### src/rtl/spare_logic_monitor_if.sv
// Read / control bundle between a host and spare_logic_monitor.
//
// Handshake: the host raises rd_req_i with rd_addr_i valid and keeps rd_req_i
// high until it sees rd_ack_o. The monitor takes rd_addr_i when it accepts
// the request. rd_ack_o is high for exactly one cycle, and rd_data_o is valid
// only in that cycle (zero otherwise). The host must drop rd_req_i before
// the next request is accepted, so one request gets exactly one ack.
interface spare_logic_monitor_if;
    logic        clr_i;
    logic        rd_req_i;
    logic [1:0]  rd_addr_i;
    logic        rd_ack_o;
    logic [31:0] rd_data_o;
    logic        irq_o;
    logic [0:0]  dbg_mon_state_o;
    logic [1:0]  dbg_rd_state_o;

    modport slave (
        input  clr_i, rd_req_i, rd_addr_i,
        output rd_ack_o, rd_data_o, irq_o, dbg_mon_state_o, dbg_rd_state_o
    );

    modport master (
        output clr_i, rd_req_i, rd_addr_i,
        input  rd_ack_o, rd_data_o, irq_o, dbg_mon_state_o, dbg_rd_state_o
    );
endinterface

### src/rtl/spare_logic_monitor.sv
// Spare-cell monitor: synchronises the packed spare-cell outputs, waits for
// them to settle after reset, then records every bit that differs from the
// no-ECO value in sticky flags and counts the mismatching cycles. State can
// be read as four 32-bit words over a req/ack port.
module spare_logic_monitor #(
    parameter int unsigned SETTLE_CYCLES = 16,
    parameter logic [41:0] EXPECTED      = 42'h0
) (
`ifdef USE_POWER_PINS
    inout  wire         vccd,
    inout  wire         vssd,
`endif
    input  logic        wb_clk_i,
    input  logic        wb_rstn_i,
    input  logic [26:0] spare_xz,
    input  logic [3:0]  spare_xi,
    input  logic        spare_xib,
    input  logic [1:0]  spare_xna,
    input  logic [1:0]  spare_xno,
    input  logic [1:0]  spare_xmx,
    input  logic [1:0]  spare_xfq,
    input  logic [1:0]  spare_xfqn,
    spare_logic_monitor_if.slave bus
);

    localparam logic [0:0] MON_SETTLE = 1'b0;
    localparam logic [0:0] MON_ARMED  = 1'b1;

    localparam logic [1:0] RD_IDLE = 2'd0;
    localparam logic [1:0] RD_ACK  = 2'd1;
    localparam logic [1:0] RD_WAIT = 2'd2;

    localparam logic [7:0] SETTLE_LAST = 8'(SETTLE_CYCLES - 1);

    logic [41:0] spare_vec;
    logic [41:0] sync1_q, sync_q;
    logic [0:0]  mon_state_q, mon_state_d;
    logic [7:0]  settle_cnt_q, settle_cnt_d;
    logic [1:0]  arm_pipe_q;
    logic        armed;
    logic        check_en;
    logic [41:0] mismatch;
    logic        any_mismatch;
    logic [41:0] sticky_q, sticky_d;
    logic [7:0]  mis_cnt_q, mis_cnt_d;
    logic        irq_q;
    logic [1:0]  rd_state_q, rd_state_d;
    logic [1:0]  rd_addr_q, rd_addr_d;
    logic        rd_ack_q, rd_ack_d;
    logic [31:0] rd_data_q, rd_data_d;
    logic [31:0] read_word;

    assign spare_vec = {spare_xfqn, spare_xfq, spare_xmx, spare_xno,
                        spare_xna, spare_xib, spare_xi, spare_xz};

    // Two-flop synchroniser for the asynchronous spare-cell outputs.
    always_ff @(posedge wb_clk_i) begin
        if (!wb_rstn_i) begin
            sync1_q <= '0;
            sync_q  <= '0;
        end else begin
            sync1_q <= spare_vec;
            sync_q  <= sync1_q;
        end
    end

    // Settle counter: SETTLE counts up and moves to ARMED on its last count.
    always_comb begin
        mon_state_d  = mon_state_q;
        settle_cnt_d = settle_cnt_q;
        if (mon_state_q == MON_SETTLE) begin
            settle_cnt_d = settle_cnt_q + 8'd1;
            if (settle_cnt_q == SETTLE_LAST) begin
                mon_state_d = MON_ARMED;
            end
        end
    end

    assign armed = (mon_state_q == MON_ARMED);

    // Monitor FSM registers. arm_pipe delays checking by the synchroniser
    // depth so that only samples taken after arming are compared.
    always_ff @(posedge wb_clk_i) begin
        if (!wb_rstn_i) begin
            mon_state_q  <= MON_SETTLE;
            settle_cnt_q <= '0;
            arm_pipe_q   <= '0;
        end else begin
            mon_state_q  <= mon_state_d;
            settle_cnt_q <= settle_cnt_d;
            arm_pipe_q   <= {arm_pipe_q[0], armed};
        end
    end

    assign check_en     = armed & arm_pipe_q[1];
    assign mismatch     = check_en ? (sync_q ^ EXPECTED) : '0;
    assign any_mismatch = |mismatch;

    // Sticky flags and saturating counter; a new mismatch wins over clear.
    always_comb begin
        sticky_d  = bus.clr_i ? mismatch : (sticky_q | mismatch);
        mis_cnt_d = mis_cnt_q;
        if (bus.clr_i) begin
            mis_cnt_d = any_mismatch ? 8'd1 : 8'd0;
        end else if (any_mismatch && (mis_cnt_q != 8'hFF)) begin
            mis_cnt_d = mis_cnt_q + 8'd1;
        end
    end

    // Sticky, counter and interrupt registers.
    always_ff @(posedge wb_clk_i) begin
        if (!wb_rstn_i) begin
            sticky_q  <= '0;
            mis_cnt_q <= '0;
            irq_q     <= 1'b0;
        end else begin
            sticky_q  <= sticky_d;
            mis_cnt_q <= mis_cnt_d;
            irq_q     <= |sticky_q;
        end
    end

    // Read word select from the address latched at request acceptance.
    always_comb begin
        read_word = '0;
        case (rd_addr_q)
            2'd0: read_word = sync_q[31:0];
            2'd1: read_word = {armed, 21'b0, sync_q[41:32]};
            2'd2: read_word = sticky_q[31:0];
            2'd3: read_word = {mis_cnt_q, 14'b0, sticky_q[41:32]};
            default: read_word = '0;
        endcase
    end

    // Read FSM: accept, acknowledge once, then wait for the request to drop.
    always_comb begin
        rd_state_d = rd_state_q;
        rd_addr_d  = rd_addr_q;
        rd_ack_d   = 1'b0;
        rd_data_d  = '0;
        case (rd_state_q)
            RD_IDLE: begin
                if (bus.rd_req_i) begin
                    rd_addr_d  = bus.rd_addr_i;
                    rd_state_d = RD_ACK;
                end
            end
            RD_ACK: begin
                rd_ack_d   = 1'b1;
                rd_data_d  = read_word;
                rd_state_d = RD_WAIT;
            end
            RD_WAIT: begin
                if (!bus.rd_req_i) begin
                    rd_state_d = RD_IDLE;
                end
            end
            default: rd_state_d = RD_IDLE;
        endcase
    end

    // Read FSM registers; ack and data are registered so data is zero off-ack.
    always_ff @(posedge wb_clk_i) begin
        if (!wb_rstn_i) begin
            rd_state_q <= RD_IDLE;
            rd_addr_q  <= '0;
            rd_ack_q   <= 1'b0;
            rd_data_q  <= '0;
        end else begin
            rd_state_q <= rd_state_d;
            rd_addr_q  <= rd_addr_d;
            rd_ack_q   <= rd_ack_d;
            rd_data_q  <= rd_data_d;
        end
    end

    assign bus.rd_ack_o        = rd_ack_q;
    assign bus.rd_data_o       = rd_data_q;
    assign bus.irq_o           = irq_q;
    assign bus.dbg_mon_state_o = mon_state_q;
    assign bus.dbg_rd_state_o  = rd_state_q;

endmodule

### src/flat_wrapper.sv
// flat-port wrapper written by rule: the top's interface ports become plain ports
module spare_logic_monitor_flat 
#(
    parameter int unsigned SETTLE_CYCLES = 16,
    parameter logic [41:0] EXPECTED      = 42'h0
)
  (wb_clk_i, wb_rstn_i, spare_xz, spare_xi, spare_xib, spare_xna, spare_xno, spare_xmx, spare_xfq, spare_xfqn, bus_clr_i, bus_rd_req_i, bus_rd_addr_i, bus_rd_ack_o, bus_rd_data_o, bus_irq_o, bus_dbg_mon_state_o, bus_dbg_rd_state_o);
  spare_logic_monitor_if bus_i ();
  input  logic wb_clk_i;
  input  logic wb_rstn_i;
  input  logic [26:0] spare_xz;
  input  logic [3:0] spare_xi;
  input  logic spare_xib;
  input  logic [1:0] spare_xna;
  input  logic [1:0] spare_xno;
  input  logic [1:0] spare_xmx;
  input  logic [1:0] spare_xfq;
  input  logic [1:0] spare_xfqn;
  input wire logic [$bits(bus_i.clr_i)-1:0] bus_clr_i;
  input wire logic [$bits(bus_i.rd_req_i)-1:0] bus_rd_req_i;
  input wire logic [$bits(bus_i.rd_addr_i)-1:0] bus_rd_addr_i;
  output wire logic [$bits(bus_i.rd_ack_o)-1:0] bus_rd_ack_o;
  output wire logic [$bits(bus_i.rd_data_o)-1:0] bus_rd_data_o;
  output wire logic [$bits(bus_i.irq_o)-1:0] bus_irq_o;
  output wire logic [$bits(bus_i.dbg_mon_state_o)-1:0] bus_dbg_mon_state_o;
  output wire logic [$bits(bus_i.dbg_rd_state_o)-1:0] bus_dbg_rd_state_o;
  assign bus_i.clr_i = bus_clr_i;
  assign bus_i.rd_req_i = bus_rd_req_i;
  assign bus_i.rd_addr_i = bus_rd_addr_i;
  assign bus_rd_ack_o = bus_i.rd_ack_o;
  assign bus_rd_data_o = bus_i.rd_data_o;
  assign bus_irq_o = bus_i.irq_o;
  assign bus_dbg_mon_state_o = bus_i.dbg_mon_state_o;
  assign bus_dbg_rd_state_o = bus_i.dbg_rd_state_o;
  spare_logic_monitor #(.SETTLE_CYCLES(SETTLE_CYCLES), .EXPECTED(EXPECTED)) u_core (.wb_clk_i(wb_clk_i), .wb_rstn_i(wb_rstn_i), .spare_xz(spare_xz), .spare_xi(spare_xi), .spare_xib(spare_xib), .spare_xna(spare_xna), .spare_xno(spare_xno), .spare_xmx(spare_xmx), .spare_xfq(spare_xfq), .spare_xfqn(spare_xfqn), .bus(bus_i));
endmodule
### config.mk
export PLATFORM = sky130hd
export DESIGN_NAME = spare_logic_monitor_flat
export DESIGN_NICKNAME = d
export VERILOG_FILES = /design/src/rtl/spare_logic_monitor_if.sv /design/src/rtl/spare_logic_monitor.sv /design/src/flat_wrapper.sv
export SDC_FILE = /design/constraint.sdc
export NUM_CORES = 1
export LEC_CHECK = 0
export ABC_CLOCK_PERIOD_IN_PS = 4480
export CAP_MARGIN = 20
export CORE_AREA = 2 2 137 139
export CTS_CLUSTER_SIZE = 28
export DETAILED_ROUTE_END_ITERATION = 7
export DIE_AREA = 0 0 139 141
export PLACE_DENSITY = 0.51
export SYNTH_ARGS = -nofsm -noshare
export SYNTH_HDL_FRONTEND = slang
export SYNTH_SLANG_ARGS = --single-unit
### constraint.sdc
create_clock -name wb_clk_i -period 4.48 [get_ports wb_clk_i]
set_clock_uncertainty 0.2 [all_clocks]
set_input_delay 0.896 -clock wb_clk_i [delete_from_list [all_inputs] [get_ports wb_clk_i]]
set_output_delay 0.896 -clock wb_clk_i [all_outputs]
set_load 0.05 [all_outputs]
==> impl_metrics.tcl, run 1 <==
set metrics [dict create \
    synthesis.area_sq_mm 0.00619 \
    min_path_cells 1 \
    p_comb_frac 0.050 \
    cp.arrival_ns 1.97 \
    clkSinkCount 183 \
    yosysWarningCount 0 \
    p_switching_uw 694 \
    grt_max_degree 69 \
    rr_startpoint "u_core.sync_q[8]" \
    min_to "u_core.sync_q[24]" \
    detail_route.wl_per_cell_um 15.6 \
    grt_overflow_total 0 \
    final_hold_viol_count 0 \
    row_count 50 \
    hpwl_mm 9.52 \
    syn-num-nets 576 \
    clk_pin_slew_ns 0.06 \
    synth_ff_type "dfxtp_1" \
    final.period_utilization 0.684 \
    initial_core_util 0.339 \
    syn-instance-count 526 \
    crit_chain "clkdlybuf4s50_1" \
    ys_seq_area_frac 0.591 \
    grt_pass1_wl_mm 21.5 \
    die_y_um 141 \
    fmax_mhz 326 \
    synth_enable_flop_cells 0 \
    antenna_found_initial 0 \
    critPathSlowestCell "clkdlybuf4s50_1" \
    reg2reg_depth 5 \
    area_delta_synth_final_pct 26.8 \
    mostFrequentLayoutCell "dfxtp_1" \
    ir_drop_mv 0.269 \
    hp-start "u_core.sync1_q[24]" \
    path_max_fanout 11 \
    core_sq_mm 0.0183 \
    ys_seq_elements 183 \
    clk_latency_ns 0.42 \
    ant_nets 0 \
    swShare 0.203 \
    min_path_type "flop to flop" \
    cts_made_buffers 17 \
    powerDensity_mw_per_mm2 435 \
    io_pins 85 \
    grt_use_total 0.140 \
    antennaDiodeCount 0 \
    htreeDepth 4 \
    die_w_um 139 \
    whs_ns 0.228 \
    path_class "flop to primary output" \
    leakage_nw 2.94 \
    drive_gt1_frac 0.109 \
    cts_hold_buf 0 \
    worst_slew_pin_slew_ns 1.01 \
    drtPass1Iterations 4 \
    cts-resized-gates 0 \
    clockBufferDepth 2 \
    worst_setup_path_start_kind "flop" \
    portBuffers 84 \
    grt_pass1_vias 4101 \
    finalSetupTns_ns 0 \
    globalplace.congestion 0.819 \
    drv_slew 0 \
    cp_num_buf_inv 1 \
    vias 4055 \
    relSlewSlack 0.327 \
    drtIter0Drc 147 \
    clockRootBuffer "clkbuf_16" \
    cp_top_family "buffers and inverters" \
    cts_setup_buffers 0 \
    p_int_mw 2.72 \
    rsz0062_at_grt "false" \
    wl_mm 13.2 \
    cts_tree "done" \
    finalSetupViolCount 0 \
    status "completed" \
    synth_area_per_cell_sq_um 11.8 \
    layout_min_cycle_time_ns 3.07 \
    fin_nets 653 \
    dieArea_sq_mm 0.0196 \
    via_per_inst 4.78 \
    synth_cell_types 53 \
    max-cap-violations 0 \
    rrSetupSlack_ns 2.28 \
    clockPowerShare 0.451 \
    worstPathRequired_ns 3.38 \
    drc_errors 0 \
    final_cell_mix "dfxtp_1 (183), and2_1 (94), clkdlybuf4s50_1 (83)" \
    rr_endpoint "u_core.mis_cnt_q[7]" \
    endpoint_kind "primary output" \
    critical-path-max-stage-delay_ns 0.92 \
    synth-async-reset-ratio 0 \
    seqPwrFrac 0.499 \
]
[cell type report]
class,instances,area [sq um]
Clock inverter,8,148
Inverter,2,7.51
Sequential cell,183,3660
Fill cell,1723,10400
Multi-Input combinational cell,308,2380
Clock buffer,22,464
Tap cell,234,293
Timing Repair Buffer,91,896
[kinds of logic after synthesis]
kind of cell,Yosys count,synth area share
muxes,35,0.0808
and+or+nand+nor,193,0.189
DFF,183,0.591
adders and majority gates,2,0.00404
buffers and inverters,35,0.0242
AOI/OAI and AO/OA,70,0.0996
xor gates and xnor gates,8,0.0113
[worst max-delay path by stage]
stage | start | endpoint | cells past startpoint
after floorplan | u_core.bus.dbg_mon_state_o | u_core.mis_cnt_q[3] | 5
after global placement | wb_rstn_i | u_core.sticky_q[27] | 4
after detailed placement | wb_rstn_i | u_core.sticky_q[12] | 4
after CTS | u_core.bus.dbg_mon_state_o | bus_dbg_mon_state_o | 1
after global routing | u_core.bus.dbg_mon_state_o | bus_dbg_mon_state_o | 1
final | u_core.bus.dbg_mon_state_o | bus_dbg_mon_state_o | 1
[through the flow]
step                std cells  worst slack, ns   util  instance area, sq um  power, mW
detailed placement        817             1.64  0.396                  7230       1.91
global route              848             1.32  0.430                  7860       3.54
CTS                       847             1.38  0.429                  7840       3.46
global placement          817             1.66  0.396                  7230       1.91
floorplan                 526             2.44      -                  6190       1.83
finish                    848             1.41  0.430                  7860       3.42
[per-layer routing]
metal,share of wire,track usage,up-vias
met2,0.46,0.218,82
met4,0.014,0.0516,0
met1,0.49,0.187,1962
met5,0,0,-
met3,0.040,0.0384,10
li1,-,-,2001
[power groups by stage]
stage          registers [mW]  clock network, mW  logic [mW]
2_1_floorplan            1.74                  0      0.0945
3_3_place_gp             1.74                  0       0.168
3_5_place_dp             1.74                  0       0.170
4_1_cts                  1.71               1.58       0.170
5_1_grt                  1.71               1.64       0.187
6_report                 1.70               1.54       0.171
[state kept, by name, indices dropped and copies added, names as in the netlist]
| name | cells |
|---|---|
| u_core.sync1_q | 42 |
| u_core.sticky_q | 42 |
| u_core.bus.rd_ack_o | 1 |
| u_core.bus.irq_o | 1 |
| u_core.bus.dbg_mon_state_o | 1 |
| u_core.settle_cnt_q | 8 |
| u_core.arm_pipe_q | 2 |
| u_core.mis_cnt_q | 8 |
| u_core.sync_q | 42 |
| u_core.bus.dbg_rd_state_o | 2 |
| u_core.rd_addr_q | 2 |
| u_core.bus.rd_data_o | 32 |
[Yosys cell counts, types with 4 or more instances]
library cell	number	area share
dfxtp_1	183	0.59
and2_1	94	0.095
a22o_1	41	0.058
nor2_1	27	0.016
clkbuf_1	22	0.013
mux2i_1	17	0.027
nor2b_1	17	0.017
nor4_1	17	0.017
mux4_2	10	0.036
nand3_1	8	0.0065
a22oi_1	7	0.0085
mux2_2	7	0.013
buf_2	6	0.0048
nand4_1	6	0.0061
xnor2_1	5	0.0071
nor4_2	4	0.0081
Note: power is estimated with default switching activity, not from simulation.
==> run 2, diff against run 1 <==
- ABC_CLOCK_PERIOD_IN_PS: 4480 -> 2890
- clock period: 4.48 -> 2.89 ns (I/O delays scaled with it)
==> run 2 against run 1 <==
  * Largest cell class unchanged
  * Largest power group unchanged
  * Critical endpoint is now bus_dbg_rd_state_o[0]
  * Critical path type unchanged
  * Final area is 0.16% higher
  * Power up 55%
  * Non-clock buffer count up 2
  * Die area unchanged
  * Worst hold slack better by 0.0025 ns
==> impl_metrics.tcl, run 2 (synthesis results as in run 1) <==
set metrics [dict create \
    final_cell_mix "dfxtp_1 (183), and2_1 (94), clkdlybuf4s50_1 (83)" \
    final_hold_viol_count 0 \
    drtPass1Iterations 4 \
    rsz0062_at_grt "false" \
    cp.arrival_ns 1.66 \
    relSlewSlack 0.536 \
    power_mw 5.29 \
    cts-resized-gates 0 \
    initial_core_util 0.339 \
    clockRootBuffer "clkbuf_16" \
    portBuffers 84 \
    die_w_um 139 \
    ant_nets 0 \
    p_int_mw 4.16 \
    antennaDiodeCount 0 \
    multi_input_area_sq_mm 0.00238 \
    fill_cells 1746 \
    wl_mm 13.1 \
    p_switching_mw 1.12 \
    clk_latency_ns 0.43 \
    status "completed" \
    final.period_utilization 0.844 \
    dieArea_sq_mm 0.0196 \
    grt_use_total 0.139 \
    io_pins 85 \
    die_y_um 141 \
    fmax_mhz 410 \
    detail_route.wl_per_cell_um 15.4 \
    grt_max_degree 101 \
    drive_gt1_frac 0.118 \
    path_class "flop to primary output" \
    postPlaceCellArea_sq_mm 0.00725 \
    globalplace.congestion 0.858 \
    critical-path-max-stage-delay_ns 0.83 \
    clkSinkCount 183 \
    cts_setup_buffers 0 \
    vias 4082 \
    top_regs "u_core.sticky_q x42, u_core.sync1_q x42, u_core.sync_q x42" \
    grt_overflow_total 0 \
    cts_made_buffers 17 \
    cts_tree "done" \
    cts_hold_buf 0 \
    swShare 0.212 \
    core_sq_mm 0.0183 \
    area_delta_synth_final_pct 27.0 \
    cp_top_family "buffers and inverters" \
    worst_setup_path_start_kind "flop" \
    max-cap-violations 0 \
    layout_min_cycle_time_ns 2.44 \
    clockBufferDepth 2 \
    antenna_found_initial 0 \
    fin_nets 655 \
    seqPwrFrac 0.499 \
    drv_slew 0 \
    clockPowerShare 0.450 \
    htreeDepth 4 \
    cp_num_buf_inv 1 \
    drtIter0Drc 235 \
    drc_errors 0 \
    ir_drop_mv 0.430 \
    via_per_inst 4.79 \
    worst_slew_pin_slew_ns 0.696 \
    path_max_fanout 6 \
    grt_pass1_vias 3981 \
    min_path_type "flop to flop" \
    row_count 50 \
    finalSetupTns_ns 0 \
    p_comb_frac 0.051 \
    worstPathRequired_ns 2.11 \
    critPathSlowestCell "clkdlybuf4s50_1" \
    leakage_nw 2.94 \
    clk_pin_slew_ns 0.06 \
    seqCellArea_sq_mm 0.00366 \
    powerDensity_mw_per_mm2 672 \
    finalSetupViolCount 0 \
    grt_pass1_wl_mm 21.0 \
    crit_chain "clkdlybuf4s50_1" \
    postLayoutCellArea_sq_mm 0.00787 \
    hpwl_mm 9.37 \
    endpoint_kind "primary output" \
    mostFrequentLayoutCell "dfxtp_1" \
]
run 2: cell types whose count changed in the layout (fill, tap and decap cells not counted):
cell | previous run | this run
bufinv_16 | 4 | 3
inv_8 | 0 | 1
clkinvlp_4 | 0 | 4
clkbuf_1 | 3 | 1
clkinv_4 | 2 | 0
buf_4 | 6 | 9
clkinv_2 | 2 | 3
clkbuf_8 | 2 | 3
buf_8 | 1 | 0
run 2: final cells by class:
class	count	area share
flip-flops and latches	183	0.466
clock inverters	11	0.0186
repair buffers	93	0.115
clock buffers	21	0.0598
inverters	2	0.000954
multi-input cells	308	0.303
well taps	234	0.0372
run 2: worst reg2reg max path: cells and delay by family, from the launching register on:
family | cells | cell delay [ns]
AOI/OAI and AO/OA | 3 | 0.94
and+or+nand+nor | 2 | 0.60
DFF | 1 | 0.37
run 2: worst paths after layout:
path	start	endpoint	slack, ns	cells after the start
worst max register to register	u_core.sync_q[31]	u_core.mis_cnt_q[7]	0.68	5
worst max-delay path	u_core.bus.dbg_rd_state_o[0]	bus_dbg_rd_state_o[0]	0.45	1
worst min register to register	u_core.sync1_q[24]	u_core.sync_q[24]	0.23	1
worst min-delay path	u_core.sync1_q[24]	u_core.sync_q[24]	0.23	1
run 2: metrics by stage:
stage | util | hold slack, ns | cells | worst slack (ns)
global route | 0.431 | 0.243 | 852 | 0.373
finish | 0.431 | 0.231 | 852 | 0.451
CTS | 0.431 | 0.232 | 852 | 0.419
detailed placement | 0.397 | 0.217 | 820 | 0.628
global placement | 0.397 | 0.219 | 820 | 0.677
floorplan | - | 0.212 | 526 | 0.845
run 2: power by group through the flow:
stage | logic, mW | registers [mW] | clock network (mW)
finish | 0.269 | 2.64 | 2.38
global placement | 0.272 | 2.69 | 0
CTS | 0.275 | 2.64 | 2.43
floorplan | 0.147 | 2.69 | 0
global route | 0.294 | 2.64 | 2.54
detailed placement | 0.274 | 2.69 | 0
run 2: layer usage:
metal	track usage	up-vias	routed length, um
met2	0.201	104	5660
met5	0	-	0
li1	-	2011	-
met4	0.0665	0	327
met3	0.0363	27	588
met1	0.192	1940	6530
==> run 3, diff against run 2 <==
- ABC_CLOCK_PERIOD_IN_PS: 2890 -> 2110
- PLACE_DENSITY: 0.51 -> 0.53
- clock period: 2.89 -> 2.11 ns (I/O delays scaled with it)
==> run 3 against run 2 <==
  * Sequential share of layout area grew 0.43 points
  * Setup slack lost 0.28 ns
  * Cell count grew 0.47%
  * Largest cell class unchanged
  * Largest power group unchanged
==> impl_metrics.tcl, run 3 (synthesis results as in run 1) <==
set metrics [dict create \
    status "completed" \
    rsz0062_at_grt "false" \
    place_ws_ns 0.205 \
    power_mw 6.98 \
    postPlaceCellArea_sq_mm 0.00724 \
    max-cap-violations 0 \
    grt_overflow_total 0 \
    drv_slew 0 \
    crit_chain "nor4_1 -> nand3_1 -> o31ai_4 -> buf_12 -> o21bai_1 -> o311a_2" \
    clockBufferDepth 2 \
    hpwl_mm 9.52 \
    seqCellArea_sq_mm 0.00366 \
    final_cell_mix "dfxtp_1 (183), and2_1 (94), clkdlybuf4s50_1 (46), buf_4 (46), a22o_1 (41)" \
    final_hold_viol_count 0 \
    clk_latency_ns 0.42 \
    clkSinkCount 183 \
    multi_input_area_sq_mm 0.00238 \
    clk_pin_slew_ns 0.07 \
    path_class "flop to flop" \
    cts_tree "done" \
    vias 4074 \
    cts_setup_buffers 0 \
    fin_util 0.427 \
    portBuffers 84 \
    area_delta_synth_final_pct 25.9 \
    fin_nets 659 \
    fill_cells 1745 \
    dp.cells 824 \
    row_count 50 \
    finalSetupViolCount 0 \
    postLayoutCellArea_sq_mm 0.00780 \
    top_regs "u_core.sticky_q x42, u_core.sync1_q x42, u_core.sync_q x42" \
    p_int_mw 5.44 \
    worstPathRequired_ns 2.22 \
    worst_setup_path_start_kind "flop" \
    htreeDepth 4 \
    core_sq_mm 0.0183 \
    drtIter0Drc 240 \
    p_comb_frac 0.055 \
    whs_ns 0.229 \
    worst_slew_pin_slew_ns 0.553 \
    die_w_um 139 \
    cts_hold_buf 0 \
    mostFrequentLayoutCell "dfxtp_1" \
    cts_made_buffers 17 \
    clockPowerShare 0.428 \
    globalplace.congestion 0.842 \
    powerDensity_mw_per_mm2 895 \
    antennaDiodeCount 0 \
    drc_errors 0 \
    grt_use_total 0.142 \
    finalSetupTns_ns 0 \
    grt_pass1_wl_mm 22.0 \
    antenna_found_initial 0 \
    endpoint_kind "flop" \
    path_max_fanout 14 \
    clockRootBuffer "clkbuf_16" \
    leakage_nw 3.03 \
    ir_drop_mv 0.557 \
    grt_max_degree 77 \
    final.period_utilization 0.916 \
    drtPass1Iterations 4 \
    critPathSlowestCell "nor4_1" \
    p_switching_mw 1.54 \
    setup_ws_ns 0.176 \
    cts-resized-gates 0 \
    finalNonFillerCells 856 \
    seqPwrFrac 0.517 \
    cp.arrival_ns 2.04 \
    via_per_inst 4.76 \
    layout_min_cycle_time_ns 1.93 \
    io_pins 85 \
    detail_route.wl_per_cell_um 15.6 \
    critical-path-max-stage-delay_ns 0.37 \
    fmax_mhz 517 \
    dieArea_sq_mm 0.0196 \
    die_y_um 141 \
    wl_mm 13.4 \
    min_path_type "input port to flop" \
    drive_gt1_frac 0.183 \
    swShare 0.221 \
    grt_pass1_vias 4098 \
    initial_core_util 0.339 \
    ant_nets 0 \
    relSlewSlack 0.631 \
]
## run 3: metal layers
metal	up-vias	wire, um	track usage
met2	103	5790	0.209
met1	1930	6720	0.198
li1	2020	-	-
met4	0	291	0.0617
met3	21	554	0.0357
met5	-	0	0
## run 3: critical path, delay by kind of cell, from the launching register on
family / cells / cell delay, ns
simple gates: 2 / 0.58
flops: 1 / 0.34
buf+inv: 1 / 0.17
compound gates: 3 / 0.54
## run 3: power by group through the flow
| stage | Combinational, mW | Sequential [mW] | Clock, mW |
|---|---|---|---|
| 6_report | 0.386 | 3.60 | 2.99 |
| 2_1_floorplan | 0.201 | 3.68 | 0 |
| 3_3_place_gp | 0.390 | 3.68 | 0 |
| 4_1_cts | 0.394 | 3.60 | 3.08 |
| 5_1_grt | 0.422 | 3.61 | 3.22 |
| 3_5_place_dp | 0.393 | 3.68 | 0 |
## run 3: layout make-up
class	count	share of cell area
Multi-Input combinational cell	308	0.306
Tap cell	234	0.0376
Clock inverter	12	0.0130
Clock buffer	20	0.0586
Sequential cell	183	0.470
Timing Repair Buffer	97	0.114
Inverter	2	0.000963
## run 3: path summary, 6_finish.rpt
path	to	from	slack [ns]	cells after the start
worst max-delay path	u_core.mis_cnt_q[7]	u_core.sync_q[11]	0.18	6
worst min-delay path	u_core.mis_cnt_q[3]	wb_rstn_i	0.23	3
worst max register to register	u_core.mis_cnt_q[7]	u_core.sync_q[11]	0.18	6
worst min register to register	u_core.arm_pipe_q[1]	u_core.arm_pipe_q[0]	0.23	1
